[config.mk]
export PLATFORM = sky130hd
export DESIGN_NAME = alu_arb_24
export DESIGN_NICKNAME = d
export VERILOG_FILES = /design/src/rtl/alu_arb_pkg.sv /design/src/rtl/rr_arbiter_2.sv /design/src/rtl/alu_arb_24.sv
export SDC_FILE = /design/constraint.sdc
export NUM_CORES = 1
export LEC_CHECK = 0
export ABC_AREA = 1
export CAP_MARGIN = 10
export CORE_MARGIN = 4
export CORE_UTILIZATION = 35
export CTS_CLUSTER_DIAMETER = 50
export CTS_CLUSTER_SIZE = 24
export DETAILED_ROUTE_END_ITERATION = 7
export PLACE_DENSITY = 0.78
export RECOVER_POWER = 25
export SLEW_MARGIN = 20
export SYNTH_ARGS = -nofsm -noshare
export SYNTH_HDL_FRONTEND = slang
export SYNTH_SLANG_ARGS = --single-unit
export TNS_END_PERCENT = 1
[constraint.sdc]
create_clock -name clock -period 1.45 [get_ports clock]
set_clock_uncertainty 0.15 [all_clocks]
set_input_delay 0.2175 -clock clock [delete_from_list [all_inputs] [get_ports clock]]
set_output_delay 0.2175 -clock clock [all_outputs]
set_load 0.03 [all_outputs]
[src/rtl/alu_arb_pkg.sv]
// Shared widths, ALU op-codes and FSM encoding for the two-port ALU arbiter.
package alu_arb_pkg;

    localparam int DATA_W = 24;
    localparam int RES_W  = 25;
    localparam int OP_W   = 3;
    localparam int CNT_W  = 3;

    localparam logic [OP_W-1:0] OP_ADD  = 3'b000;
    localparam logic [OP_W-1:0] OP_SUB  = 3'b001;
    localparam logic [OP_W-1:0] OP_DIV  = 3'b010;
    localparam logic [OP_W-1:0] OP_REM  = 3'b011;
    localparam logic [OP_W-1:0] OP_AND  = 3'b100;
    localparam logic [OP_W-1:0] OP_OR   = 3'b101;
    localparam logic [OP_W-1:0] OP_XOR  = 3'b110;
    localparam logic [OP_W-1:0] OP_XNOR = 3'b111;

    typedef enum logic [1:0] {
        IDLE = 2'b00,
        WAIT = 2'b01,
        RESP = 2'b10
    } state_t;

    // True when the operation would divide by zero and must not use the ALU.
    function automatic logic is_div_zero(input logic [OP_W-1:0] op,
                                         input logic [DATA_W-1:0] b);
        return ((op == OP_DIV) || (op == OP_REM)) && (b == '0);
    endfunction

endpackage

[src/rtl/rr_arbiter_2.sv]
// Two-way round-robin arbiter: the pointer names the preferred requester and
// moves to the loser on every accepted grant.
module rr_arbiter_2 (
    input  logic clock,
    input  logic reset,
    input  logic enable,
    input  logic valid0,
    input  logic valid1,
    output logic grant0,
    output logic grant1,
    output logic grant_id,
    output logic accept
);

    logic pointer_reg;
    logic pick;

    // Lone requester wins outright; on contention the pointer decides.
    always_comb begin
        pick = valid1;
        if (valid0 && valid1) begin
            pick = pointer_reg;
        end
    end

    assign grant0   = enable && valid0 && !pick;
    assign grant1   = enable && valid1 && pick;
    assign grant_id = pick;
    assign accept   = grant0 || grant1;

    // Pointer advances only on an actual acceptance, so a requester that
    // withdraws before being granted leaves it untouched.
    always_ff @(posedge clock) begin
        if (!reset) begin
            pointer_reg <= 1'b0;
        end else if (accept) begin
            pointer_reg <= !pick;
        end
    end

endmodule

[src/rtl/alu_arb_24.sv]
// Arbitrates two requesters onto one shared pipelined 24-bit ALU and returns
// the result through a valid/ready response port, one transaction at a time.
module alu_arb_24
    import alu_arb_pkg::*;
#(
    parameter int ALU_LAT = 1
) (
    input  logic              clock,
    input  logic              reset,
    input  logic              req0_valid,
    input  logic              req1_valid,
    output logic              req0_ready,
    output logic              req1_ready,
    input  logic [DATA_W-1:0] req0_a,
    input  logic [DATA_W-1:0] req0_b,
    input  logic [DATA_W-1:0] req1_a,
    input  logic [DATA_W-1:0] req1_b,
    input  logic [OP_W-1:0]   req0_op,
    input  logic [OP_W-1:0]   req1_op,
    output logic [DATA_W-1:0] alu_in1,
    output logic [DATA_W-1:0] alu_in2,
    output logic [OP_W-1:0]   alu_select,
    input  logic [RES_W-1:0]  alu_out,
    output logic              rsp_valid,
    input  logic              rsp_ready,
    output logic              rsp_id,
    output logic [RES_W-1:0]  rsp_data,
    output logic              rsp_err
);

    // Counter value on the edge where the ALU result is known to be settled.
    localparam logic [CNT_W-1:0] LAT_CNT = CNT_W'(ALU_LAT);

    state_t             state_reg;
    logic [CNT_W-1:0]   counter_reg;
    logic [DATA_W-1:0]  a_reg;
    logic [DATA_W-1:0]  b_reg;
    logic [OP_W-1:0]    op_reg;
    logic               dz_reg;
    logic               rsp_valid_reg;
    logic               rsp_id_reg;
    logic [RES_W-1:0]   rsp_data_reg;
    logic               rsp_err_reg;

    logic               arb_enable;
    logic               grant0;
    logic               grant1;
    logic               grant_id;
    logic               accept;
    logic [DATA_W-1:0]  sel_a;
    logic [DATA_W-1:0]  sel_b;
    logic [OP_W-1:0]    sel_op;

    // Grants are offered only while idle and out of reset.
    assign arb_enable = reset && (state_reg == IDLE);

    rr_arbiter_2 u_arb (
        .clock    (clock),
        .reset    (reset),
        .enable   (arb_enable),
        .valid0   (req0_valid),
        .valid1   (req1_valid),
        .grant0   (grant0),
        .grant1   (grant1),
        .grant_id (grant_id),
        .accept   (accept)
    );

    assign req0_ready = grant0;
    assign req1_ready = grant1;

    // Operand mux follows the arbitration winner.
    always_comb begin
        sel_a  = req0_a;
        sel_b  = req0_b;
        sel_op = req0_op;
        if (grant_id) begin
            sel_a  = req1_a;
            sel_b  = req1_b;
            sel_op = req1_op;
        end
    end

    assign alu_in1    = a_reg;
    assign alu_in2    = b_reg;
    assign alu_select = op_reg;
    assign rsp_valid  = rsp_valid_reg;
    assign rsp_id     = rsp_id_reg;
    assign rsp_data   = rsp_data_reg;
    assign rsp_err    = rsp_err_reg;

    // Transaction FSM: latch on acceptance, wait out the ALU pipeline (or
    // short-circuit a divide by zero), then hold the response until taken.
    // A divide by zero leaves WAIT on its first edge, so its response is
    // registered one edge after acceptance instead of ALU_LAT+1.
    always_ff @(posedge clock) begin
        if (!reset) begin
            state_reg     <= IDLE;
            counter_reg   <= '0;
            a_reg         <= '0;
            b_reg         <= '0;
            op_reg        <= '0;
            dz_reg        <= 1'b0;
            rsp_valid_reg <= 1'b0;
            rsp_id_reg    <= 1'b0;
            rsp_data_reg  <= '0;
            rsp_err_reg   <= 1'b0;
        end else begin
            case (state_reg)
                IDLE: begin
                    if (accept) begin
                        a_reg       <= sel_a;
                        b_reg       <= sel_b;
                        op_reg      <= sel_op;
                        rsp_id_reg  <= grant_id;
                        dz_reg      <= is_div_zero(sel_op, sel_b);
                        counter_reg <= '0;
                        state_reg   <= WAIT;
                    end
                end
                WAIT: begin
                    if (dz_reg || (counter_reg == LAT_CNT)) begin
                        rsp_data_reg  <= dz_reg ? '0 : alu_out;
                        rsp_err_reg   <= dz_reg;
                        rsp_valid_reg <= 1'b1;
                        state_reg     <= RESP;
                    end else begin
                        counter_reg <= counter_reg + 1'b1;
                    end
                end
                RESP: begin
                    if (rsp_ready) begin
                        rsp_valid_reg <= 1'b0;
                        state_reg     <= IDLE;
                    end
                end
                default: begin
                    state_reg <= IDLE;
                end
            endcase
        end
    end

endmodule
==> impl_metrics.tcl <==
set metrics [dict create \
    result_of_the_run "finished with violations" \
    violations "negative setup slack" \
    combPwrFrac 0.292 \
    clk_pin_slew_ns 0.10 \
    overflow_left_after_global_routing 0 \
    final_net_count 911 \
    grt_antenna_before_repair 0 \
    worst_slew_margin_rel 0.750 \
    drc 0 \
    dp_hpwl_um 10700 \
    post_synth_inst_count 527 \
    clk_root_buffer_cell "clkbuf_8" \
    critPathRequiredTime_ns 1.08 \
    worst_path_most_repeated_cell "nand2_4" \
    floorplan.io_pins 213 \
    timing.critical_path.cells "inv_2, nand2_4, nand2_4, buf_12, buf_8, nor2_4, buf_6" \
    design.core.area_mm2 0.0105 \
    whs_ns 0.281 \
    classification_of_the_worst_setup_path "register to output port" \
    timing.fmax_ghz 0.582 \
    cts_made_buffers 9 \
    ys.warnings.count 0 \
    synth_flop_cell "dfxtp_1" \
    cp-start-kind "register" \
    grt_max_degree 33 \
    timing.critical_path.to_type "output port" \
    finalHoldViolations 0 \
    dr_iter_0_viols 345 \
    nFillCells 905 \
    timing.final.ws_setup_ns -0.267 \
    largest_register_ffs 25 \
    final_core_util 0.640 \
    ratio_of_cells_with_drive_above_1_in_the_final_layout 0.237 \
    worst-r2r-cell-count 13 \
    cellLeakagePower_uw 0.00288 \
    maxSlewViolCount 0 \
    worst_path_largest_cell_delay_ns 0.34 \
    path_delay_family "buffers and inverters" \
    regArea_mm2 0.00172 \
    crit_path_top_delay_cell "dfxtp_2" \
    max-cap-violations 0 \
    setup_viol_count_final 84 \
    wire_length_of_the_first_global_routing_pass_um 22300 \
    finalWeightedCongestion 0.905 \
    timing.hold.worst_endpoint "alu_in1[22]" \
    netSwitchingFraction 0.314 \
    worst_ep_arrival_time_ns 1.35 \
    power.net_switching_uw 1870 \
    drt-pass1-iter-count 5 \
    synth.yosys.seq_area_share 0.453 \
    fp-row-count 37 \
    ys_async_sr_fraction 0 \
    post_drt_via_cell_ratio 5.02 \
    hold_depth 3 \
    post_drt_wl_per_cell_um 14.9 \
    unrepaired_setup_endpoints_after_global_routing "true" \
    ctsHtreeMaxLevel 3 \
    cts_tree "yes" \
    first_global_vias 4687 \
    area_delta_synth_final_pct 76.3 \
    synthesis.nets 661 \
    chipWidth_um 112 \
    synth_edf_count 0 \
    reg2reg_to "dz_reg" \
    power.share.clock 0.271 \
    avgSynthCellArea_um2 7.21 \
    powerDensity_mw_per_mm2 891 \
    clk_latency_ns 0.34 \
    global_route.usage.total 0.212 \
    peakVddDrop_uv 475 \
    die_area_mm2 0.0126 \
    power.internal_uw 4090 \
    antennaDiodeCount 0 \
    initial_core_util 0.363 \
    holdCritStartpoint "req0_a[22]" \
    mappedNetlistArea_mm2 0.00380 \
    drt-total-wl_um 13700 \
    crit_path_max_fanout 6 \
    tightest_slew_ns 0.377 \
    pwr-share-seq 0.437 \
    final_common_cell "nand2_1" \
    r2r_start "u_arb.pointer_reg" \
    antenna_violating_nets_post_route 0 \
    path_buf_inv 4 \
    cts_sinks 86 \
    min_period_ns 1.72 \
    ys_seq_elements 86 \
    cts.path.max_buffers 2 \
    port-buffer-count 212 \
    synthDistinctLibCells 26 \
    timing.hold.worst.class "input pin to register" \
    die_height_um 112 \
    dr_total_vias 4604 \
    multi_input_comb_area_mm2 0.00186 \
    mostFrequentLayoutCells "nand2_1, clkdlybuf4s50_1, dfxtp_1" \
    rrSetupSlack_ns -0.16 \
    final_period_utilization 1.18 \
]
==> cells in the mapped netlist, types with 2 or more instances <==
cell type,count,area [um2]
nand2_1,156,586
dfxtp_1,86,1720
a21oi_1,53,265
o21ai_0,44,220
inv_1,31,116
nand3_1,31,155
a31oi_1,30,188
buf_2,22,110
nand3b_1,19,143
nor2_1,17,63.8
clkbuf_1,10,37.5
o21ai_1,8,40.0
buf_4,4,30.0
ha_1,2,25.0
inv_2,2,7.51
nand2_2,2,12.5
==> worst min-delay path, cell delays in order <==
cell and delay (ns):
clkdlybuf4s50_1 0.39, nand2_1 0.06, a31oi_1 0.07
==> cell families after synthesis <==
group	count (synthesis)	share of synthesized area
AO/OA/AOI/OAI	139	0.198
buffers and inverters	72	0.0843
adder cells (fa/ha/maj)	2	0.00658
AND/OR/NAND/NOR	228	0.258
flip-flops	86	0.453
==> how the worst max path moves through the flow <==
stage | from | end | slack, ns | depth (start not counted)
6_report | u_arb.pointer_reg | req1_ready | -0.27 | 7
3_5_place_dp | req1_valid | alu_select[0] | -0.62 | 7
4_1_cts | u_arb.pointer_reg | req1_ready | -0.32 | 7
3_3_place_gp | reset | req0_ready | -0.56 | 4
5_1_grt | u_arb.pointer_reg | req1_ready | -0.35 | 7
2_1_floorplan | counter_reg[1] | rsp_data[18] | -0.12 | 8
==> stage by stage <==
stage          TNS (ns)  cell area [um2]  worst slack (ns)  power [uW]  std cells
2_1_floorplan     -2.33             3810            -0.121        3430        527
3_5_place_dp     -41.19             6600            -0.625        4480        899
3_3_place_gp     -37.08             6600            -0.559        4430        899
6_report          -6.29             6700            -0.267        5970        918
5_1_grt          -15.99             6700            -0.346        6260        918
4_1_cts           -7.43             6940            -0.316        6100        918
==> power groups by stage <==
| stage | registers (uW) | logic (uW) | clock network [uW] |
|---|---|---|---|
| after floorplan | 2940 | 500 | 0 |
| after global placement | 2670 | 1770 | 0 |
| after detailed placement | 2670 | 1810 | 0 |
| after CTS | 2620 | 1820 | 1660 |
| after global routing | 2620 | 1880 | 1760 |
| final | 2610 | 1740 | 1620 |
==> final cells by class <==
| cell class | instances | share of cell area |
|---|---|---|
| Sequential cell | 86 | 0.257 |
| Multi-Input combinational cell | 369 | 0.278 |
| Tap cell | 136 | 0.0254 |
| Clock inverter | 5 | 0.00616 |
| Inverter | 34 | 0.0194 |
| Clock buffer | 11 | 0.0226 |
| Timing Repair Buffer | 277 | 0.391 |
==> per-layer routing <==
layer,wire length [um],global-route usage,up-vias,share of wire
li1,-,-,2250,-
met2,6640,0.366,206,0.48
met3,1040,0.0518,30,0.076
met5,0,0,-,0
met1,5650,0.251,2118,0.41
met4,369,0.0857,0,0.027
==> timing repair <==
| action | CTS | global route |
|---|---|---|
| endpoints found under the setup margin | 156 | 116 |
| pin swaps | 4 | 2 |
| setup buffers | 3 | 0 |
| hold buffers | 0 | 0 |
| gates resized for setup | 223 | 41 |
(Power assumes the default switching activity.)
